$ cat config.mk
export PLATFORM = sky130hd
export DESIGN_NAME = irq_ctrl_flat
export DESIGN_NICKNAME = d
export VERILOG_FILES = /design/src/rtl/irq_ctrl_if.sv /design/src/rtl/irq_ctrl.sv /design/src/flat_wrapper.sv
export SDC_FILE = /design/constraint.sdc
export NUM_CORES = 1
export LEC_CHECK = 0
export ABC_AREA = 1
export CAP_MARGIN = 0
export CORE_UTILIZATION = 53
export CTS_BUF_LIST = sky130_fd_sc_hd__clkbuf_8 sky130_fd_sc_hd__clkbuf_16
export CTS_CLUSTER_DIAMETER = 150
export DETAILED_ROUTE_END_ITERATION = 6
export PLACE_DENSITY = 0.78
export SYNTH_ARGS = -nofsm -noshare
export SYNTH_HDL_FRONTEND = slang
export SYNTH_SLANG_ARGS = --single-unit
$ cat constraint.sdc
create_clock -name clock -period 1.9 [get_ports clock]
set_input_delay 0.38 -clock clock [delete_from_list [all_inputs] [get_ports clock]]
set_output_delay 0.38 -clock clock [all_outputs]
set_load 0.1 [all_outputs]
$ cat src/rtl/irq_ctrl_if.sv
// Register-window bus between the CPU glue logic and irq_ctrl.
// Carries the select, direction, strobe, address and data signals of one access.
// master = CPU/bus side; slave = irq_ctrl. No backpressure: every strobed access completes.
interface irq_ctrl_if;
  logic       cs_n;      // register-window select, active-low
  logic       rw;        // 1 = read, 0 = write
  logic       strobe;    // one clock per access; writes commit on this clock
  logic [2:0] addr;      // register index
  logic [7:0] data_in;   // write data
  logic [7:0] data_out;  // read data, combinational from addr
  logic       data_oe;   // high while a read of the window is in progress

  modport master (
    output cs_n, rw, strobe, addr, data_in,
    input  data_out, data_oe
  );

  modport slave (
    input  cs_n, rw, strobe, addr, data_in,
    output data_out, data_oe
  );
endinterface

$ cat src/rtl/irq_ctrl.sv
// Interrupt controller for the 6502 IRQB line: sync, latch (level/edge), mask, fixed priority.
// Latency: source low at edge k -> PEND at k+2 -> irq_n low at k+3; ACK at w -> irq_n high at w+1.
// No backpressure: every strobed register access completes in its clock; reads are side-effect free.
// Ports: clock/reset (async, active-high); src_n[7:0] active-low sources (bit 0 highest priority);
//        bus (irq_ctrl_if.slave) register window; irq_n registered active-low request to the CPU.
module irq_ctrl #(
  parameter int N_SRC = 8
) (
  input  logic        clock,
  input  logic        reset,
  input  logic [7:0]  src_n,
  irq_ctrl_if.slave   bus,
  output logic        irq_n
);

  localparam logic [2:0] A_RAW    = 3'd0;
  localparam logic [2:0] A_PEND   = 3'd1;
  localparam logic [2:0] A_ENABLE = 3'd2;
  localparam logic [2:0] A_EDGE   = 3'd3;
  localparam logic [2:0] A_ACT    = 3'd4;
  localparam logic [2:0] A_VECTOR = 3'd5;
  localparam logic [2:0] A_FORCE  = 3'd6;

  // Bits at N_SRC and above are tied off everywhere through this mask.
  localparam logic [8:0] SRC_ONES = (9'd1 << N_SRC) - 9'd1;
  localparam logic [7:0] SRC_MASK = SRC_ONES[7:0];

  logic [7:0] s1, s2, s3;
  logic [7:0] pend_q, enable_q, edge_q;
  logic [7:0] pend_nxt;
  logic [7:0] edge_evt;
  logic [7:0] ack_wr, force_wr, mode_chg;
  logic [7:0] act;
  logic [7:0] vector;
  logic [2:0] vec_idx;
  logic       wr;

  assign wr       = ~bus.cs_n & ~bus.rw & bus.strobe;
  assign ack_wr   = (wr && bus.addr == A_PEND)  ? (bus.data_in & SRC_MASK) : 8'h00;
  assign force_wr = (wr && bus.addr == A_FORCE) ? (bus.data_in & SRC_MASK) : 8'h00;
  // Bits whose mode flips on an EDGE write start over from a clean PEND.
  assign mode_chg = (wr && bus.addr == A_EDGE)
                    ? ((bus.data_in & SRC_MASK) ^ edge_q) : 8'h00;

  assign edge_evt = s2 & ~s3;
  assign act      = pend_q & enable_q;

  // Synchroniser: inverted so 1 = asserted from here on.
  always_ff @(posedge clock or posedge reset) begin
    if (reset) begin
      s1 <= 8'h00;
      s2 <= 8'h00;
      s3 <= 8'h00;
    end else begin
      s1 <= ~src_n & SRC_MASK;
      s2 <= s1;
      s3 <= s2;
    end
  end

  // Edge bits: a new edge beats a simultaneous ACK so no event is lost.
  always_comb begin
    pend_nxt = 8'h00;
    for (int i = 0; i < 8; i++) begin
      if (mode_chg[i])
        pend_nxt[i] = 1'b0;
      else if (edge_q[i])
        pend_nxt[i] = edge_evt[i] | force_wr[i] | (pend_q[i] & ~ack_wr[i]);
      else
        pend_nxt[i] = s2[i];
    end
    pend_nxt = pend_nxt & SRC_MASK;
  end

  always_ff @(posedge clock or posedge reset) begin
    if (reset) begin
      pend_q   <= 8'h00;
      enable_q <= 8'h00;
      edge_q   <= 8'h00;
      irq_n    <= 1'b1;
    end else begin
      pend_q <= pend_nxt;
      irq_n  <= ~|act;
      if (wr && bus.addr == A_ENABLE)
        enable_q <= bus.data_in & SRC_MASK;
      if (wr && bus.addr == A_EDGE)
        edge_q <= bus.data_in & SRC_MASK;
    end
  end

  // Fixed priority: scan downwards so the lowest active index is left standing.
  always_comb begin
    vec_idx = 3'd0;
    for (int i = 7; i >= 0; i--) begin
      if (act[i])
        vec_idx = 3'(i);
    end
  end

  assign vector = (|act) ? {1'b1, 4'b0000, vec_idx} : 8'h00;

  always_comb begin
    bus.data_out = 8'h00;
    case (bus.addr)
      A_RAW:    bus.data_out = s2;
      A_PEND:   bus.data_out = pend_q;
      A_ENABLE: bus.data_out = enable_q;
      A_EDGE:   bus.data_out = edge_q;
      A_ACT:    bus.data_out = act;
      A_VECTOR: bus.data_out = vector;
      default:  bus.data_out = 8'h00;
    endcase
  end

  assign bus.data_oe = ~bus.cs_n & bus.rw;

endmodule

$ cat src/flat_wrapper.sv
// flat-port wrapper written by rule: the top's interface ports become plain ports
module irq_ctrl_flat 
#(
  parameter int N_SRC = 8
)
  (clock, reset, src_n, irq_n, bus_cs_n, bus_rw, bus_strobe, bus_addr, bus_data_in, bus_data_out, bus_data_oe);
  irq_ctrl_if bus_i ();
  input  logic clock;
  input  logic reset;
  input  logic [7:0] src_n;
  output logic irq_n;
  input wire logic [$bits(bus_i.cs_n)-1:0] bus_cs_n;
  input wire logic [$bits(bus_i.rw)-1:0] bus_rw;
  input wire logic [$bits(bus_i.strobe)-1:0] bus_strobe;
  input wire logic [$bits(bus_i.addr)-1:0] bus_addr;
  input wire logic [$bits(bus_i.data_in)-1:0] bus_data_in;
  output wire logic [$bits(bus_i.data_out)-1:0] bus_data_out;
  output wire logic [$bits(bus_i.data_oe)-1:0] bus_data_oe;
  assign bus_i.cs_n = bus_cs_n;
  assign bus_i.rw = bus_rw;
  assign bus_i.strobe = bus_strobe;
  assign bus_i.addr = bus_addr;
  assign bus_i.data_in = bus_data_in;
  assign bus_data_out = bus_i.data_out;
  assign bus_data_oe = bus_i.data_oe;
  irq_ctrl #(.N_SRC(N_SRC)) u_core (.clock(clock), .reset(reset), .src_n(src_n), .bus(bus_i), .irq_n(irq_n));
endmodule
* Word-level counts from Yosys, hierarchy flattened
Index checks and enable logic that the tools add are counted.
Storage, ports and cells: flip-flop bits (word level) 49, bits in latches 0, bits in writable memories 0, ROM bits 0, output and inout port bits 10, memories 0
Operators by class: add/sub/neg operators 0, $mul 0, div/mod/pow operators 0, order comparisons 0, equality and inequality tests 6, shift-type cells 0, multiplexer cells 29, bitwise logic cells 42, reductions and logical operators 7
Operators by type and width (count):
- 8-bit case mux with 6 select lines | 1
- 8-bit two-way mux | 4
- 3-bit two-way mux | 8
- 8-bit AND | 2
- 1-bit two-way mux | 16
- 8-bit inverter | 2
- 1-bit bitwise OR | 16
- 1-bit AND | 11
- 1-bit inverter | 10
- 3-bit equality test, second input constant | 3
- 8-bit OR reduction | 1
- 8-bit XOR | 1
- 3-bit by 2-bit equality test with 1-bit output, second input constant | 2
- 1-bit logical AND | 4
- 3-bit by 1-bit equality test with 1-bit output, second input constant | 1
- 3-bit zero test | 1
- 1-bit zero test | 1

* Longest topological paths before layout
depth in word-level cells 11, mapped depth 10, mapped depth without buffers 10

* Worst setup path after synthesis
Ideal clock, no wire load.
kind input to output, start point input bus_addr[2], end point output bus_data_out[1], data arrival time 1731 ps, required time 1520 ps, path slack -211 ps, cell stages on the path 7, path buffers 0, cells stage by stage inv_1 -> nand3_1 -> inv_1 -> nand2_1 -> o21ai_0 -> nor2_1 -> nand4_1
Between the ends: word-level cells in the longest chain between the ends 2, elaborated cells between the ends (all ways) 7, those cells by class eq/ne: 5; mux: 1; reduce/logical: 1
Ends and longest elaborated chain:
- start: declaration | line flat_wrapper.sv:15 | input wire logic [$bits(bus_i.addr)-1:0] bus_addr;
- 3-bit equality test (tied with other cells) | line irq_ctrl.sv:104 | case (bus.addr)
- 8-bit case mux with 6 select lines (*) | line irq_ctrl.sv:104
- end: declaration | line flat_wrapper.sv:17 | output wire logic [$bits(bus_i.data_out)-1:0] bus_data_out;
Every way passes the cells marked *; elsewhere a longest branch is shown, timed or not.

* Final worst setup path
start point register u_core.pend_q[6], end point output bus_data_out[0]
Between the ends: word-level cells in the longest chain between the ends 10, elaborated cells between the ends (all ways) 11, those cells by class mux: 9; bitwise: 1; reduce/logical: 1
Ends and longest elaborated chain:
- start: declaration | line irq_ctrl.sv:29 | logic [7:0] pend_q, enable_q, edge_q;
- start signal: assignment | line irq_ctrl.sv:82 | pend_q <= pend_nxt;
- 8-bit AND (*) | line irq_ctrl.sv:46 | assign act = pend_q & enable_q;
- 3-bit two-way mux (7 in a row) | line irq_ctrl.sv:95 | if (act[i])
- 8-bit two-way mux (*) | line irq_ctrl.sv:100 | assign vector = (|act) ? {1'b1, 4'b0000, vec_idx} : 8'h00;
- 8-bit case mux with 6 select lines (*) | line irq_ctrl.sv:104
Marked as above.

==> results by group <==
Power and ir drop
  • Logic pwr share: 33.5%
  • Clock share of power: 22.2%
  • Pint: 1.84 mW
  • Sw Ratio: 36.1%
  • PD cells: 868 mW/mm2
  • Total power: 2.88 mW
  • Sequential share of power: 44.3%
  • Max IR drop VDD: 0.000711 V
  • Leakage power: 1.67 nW
  • Switching power: 1.04 mW

Timing
  • RSZ-0062 raised after global routing: true
  • Layout Skew: 0.00439 ns
  • Worst-margin pin slew: 0.407 ns
  • Final hold violation count: 0
  • Hold WS: 0.353 ns
  • Fmax: 512 MHz
  • Fin crit share: 103%
  • Rel. slew slack: 72.8%
  • Final worst slack: -0.0524 ns
  • Final min period: 1.95 ns
  • Final slew viol count: 0
  • Setup violations, final: 2

Clock tree
  • CTS tree: built
  • H-tree levels: 2
  • Clock buffer depth: 2
  • Worst-Skew Late Latency: 0.31 ns
  • CTS Hold Bufs: 0
  • CTS Buf Count: 5
  • Clock-pin slew on the worst setup and hold paths: 0.09 ns
  • CTS Sinks: 49
  • Root Driver: clkbuf_8

Floorplan
  • Die W: 68.0 um
  • # IOs: 34
  • Core area: 0.00409 mm2
  • # rows: 23
  • Starting Density: 56.5%
  • Die area: 0.00463 mm2
  • Chip Height: 68.0 um

Synthesis
  • Largest family of logic cells by synthesized area: simple AND/OR/NAND/NOR gates
  • Ys flop type: dfrtp_1
  • Avg Inst Size Synth: 8.16 um2
  • Yosys top cell area share: 52.0%
  • Post-synthesis xor/xnor area fraction: 0%
  • Synth Area in Compound Gates: 11.9%
  • Top post-synthesis cells by area: dfrtp_1, nand2_1, inv_1
  • Post-synth top area cell: dfrtp_1
  • Synth Area in Adders: 0%
  • Cell Area, Synth: 0.00231 mm2
  • Simple-gate share of the synthesized area: 26.9%
  • EDFF count, synth: 0
  • Number of distinct library cells after synthesis: 22
  • Mux cell area share after synthesis: 0%
  • Flops & latches, synth: 49
  • Synthesized Nets: 307
  • Register area share after synthesis: 53.1%
  • Synth async-reset ratio: 100%
  • Ys Warns: 0
  • Post-synthesis cell count: 283

Setup path
  • Crit end category: primary output
  • Max incr delay on CP: 0.41 ns
  • R2R Path Start: u_core.pend_q[6]$_DFF_PP0_
  • CP max stage cell: dfrtp_1
  • Crit path cell chain: nand2_2 > nand2_2 > nor2_2 > nand2_1 > nand2_2 > nor2_1 > nand2_1 > nand2_2 > buf_12
  • Crit path launch type: flop
  • CP required: 1.52 ns
  • Worst-path fanout max: 2
  • Crit Path Category: flop to primary output
  • Critical Path Start: u_core.pend_q[6]$_DFF_PP0_
  • Most Frequent Cell on Critical Path: nand2_2
  • WP data arrival: 1.57 ns

Final layout
  • Area Overhead vs Synth: 43.8%
  • Layout cells sized above 1: 29.2%
  • Fillers: 238
  • Final Non-Filler Cells: 416
  • Post-route cell area: 0.00332 mm2
  • Nets: 389
  • # diodes: 0

Route
  • Highest layer used for signal routing: met4
  • Met1 Wirelength: 2570 um
  • Initial drt markers: 169
  • WL met2: 3070 um
  • DRC violations left: 0
  • Met3 routed WL: 385 um
  • Vias per cell: 5.49
  • Total number of vias: 2284
  • DRT Wirelength: 6110 um
  • Drt pass-1 iters: 5
  • Wirelength per Cell: 14.7 um
  • Antenna-violating nets left: 0

Status
  • Failing checks: setup timing
  • Status: finished, violations left

Place
  • Port Buffers: 33
  • Area post-placement: 0.00297 mm2
  • Gpl congestion: 0.812
  • Placed cell count: 383
  • DP HPWL: 3740 um

Global route
  • Total GRT Usage: 27.1%
  • Vias in the first global route: 2075
  • Initial antenna violation count: 0
  • GRT Residual Overflow: 0
  • First-pass GRT wire length: 9100 um
  • Largest net degree at the start of global routing: 30

Hold path
  • Hold Path Class: primary input to async pin

Job
  • MaxCap Viol Count: 0
metrics by stage:
stage	TNS [ns]	utilization (%)	setup WS [ns]
2_1_floorplan	-0.936	-	-0.159
3_3_place_gp	-4.36	72.7	-0.335
3_5_place_dp	-5.27	72.7	-0.376
4_1_cts	-0.0300	79.0	-0.0152
5_1_grt	-0.287	81.3	-0.116
6_report	-0.0990	81.3	-0.0524
state kept, by name, summed over array words and instances (netlist names):
name and flops:
u_core.s1 8, u_core.enable_q 8, u_core.s2 8, u_core.s3 8, u_core.edge_q 8, u_core.irq_n 1, u_core.pend_q 8
synth_stat cells (2+ instances only):
cell type / n
nand2_2: 2
o21ai_0: 10
inv_1: 42
nand2_1: 85
nand3_1: 17
nor3_1: 9
nand4_1: 6
dfrtp_1: 48
a22oi_1: 9
a21oi_1: 16
o21ai_2: 8
inv_2: 2
nand3b_1: 2
nor2_1: 19
worst paths after layout:
| kind | end | slack (ns) | cells after the start |
|---|---|---|---|
| setup / recovery | bus_data_out[0] | -0.05 | 9 |
| hold / removal | u_core.s2[5]$_DFF_PP0_ | 0.35 | 2 |
| setup reg to reg | u_core.irq_n$_DFF_PP1_ | 0.83 | 6 |
| hold reg to reg | u_core.s2[7]$_DFF_PP0_ | 0.36 | 0 |
| max in group asynchronous | u_core.irq_n$_DFF_PP1_ | 1.04 | 3 |
| min in group clock | u_core.s2[7]$_DFF_PP0_ | 0.36 | 0 |
cells by family (layout without fill, tap and decap cells):
logic type | count (synthesis) | count (layout)
buffers and inverters | 47 | 130
flip-flops | 49 | 49
AND/OR/NAND/NOR | 143 | 143
AO/OA/AOI/OAI | 44 | 44
metal layers:
metal,vias to the layer above,track usage [%]
met5,-,0
met2,108,45.2
met1,1096,34.2
li1,1070,-
met4,0,10.7
met3,10,5.67
layout by cell type, fill, tap and decap left out:
cell type	synthesis	routed
nand2_1	85	72
dfrtp_1	48	48
buf_4	0	40
inv_1	42	39
clkdlybuf4s50_1	0	20
nor2_1	19	16
a21oi_1	16	16
nand2_2	2	15
nand3_1	17	14
buf_12	0	12
o21ai_0	10	10
o21ai_2	8	8
nor3_1	9	8
a22oi_1	9	7
nand4_1	6	6
clkbuf_8	0	5
inv_4	0	3
nor2_2	0	3
nand3_2	1	3
buf_2	1	3
buf_6	1	3
inv_2	2	2
nor3_2	1	2
nand3b_1	2	2
a22oi_2	0	2
inv_6	0	2
nor3_4	1	1
nand3_4	0	1
o211ai_1	1	1
clkinvlp_4	0	1
dfstp_2	1	1
area by class of cell:
class	count	area (um2)	share of cell area, %
clock buffers	5	68.8	2.07
clock inverters	3	25.0	0.754
inverters	44	173	5.20
multi-input cells	187	975	29.4
flip-flops and latches	49	1230	37.0
well taps	50	62.6	1.88
repair buffers	78	790	23.8
worst max-delay path: cells and delay by family, from the launching register on:
kind                   cells  cell delay (ns)
and+or+nand+nor            8             0.68
buffers and inverters      1             0.17
DFF                        1             0.41
what timing repair did:
| action | 4_1_cts | 5_1_grt |
|---|---|---|
| resized for setup | 22 | 17 |
| pin swaps | 11 | 11 |
| buffers inserted | 17 | 8 |
| setup endpoints to repair | 8 | 8 |
power by group through the flow:
stage | Clock, mW | Sequential [mW] | Combinational, mW
final | 0.641 | 1.28 | 0.966
after global routing | 0.689 | 1.29 | 1.03
after CTS | 0.654 | 1.26 | 0.898
after detailed placement | 0 | 1.31 | 0.773
after global placement | 0 | 1.30 | 0.756
after floorplan | 0 | 1.34 | 0.451
Power figures use the tool's default switching activity.
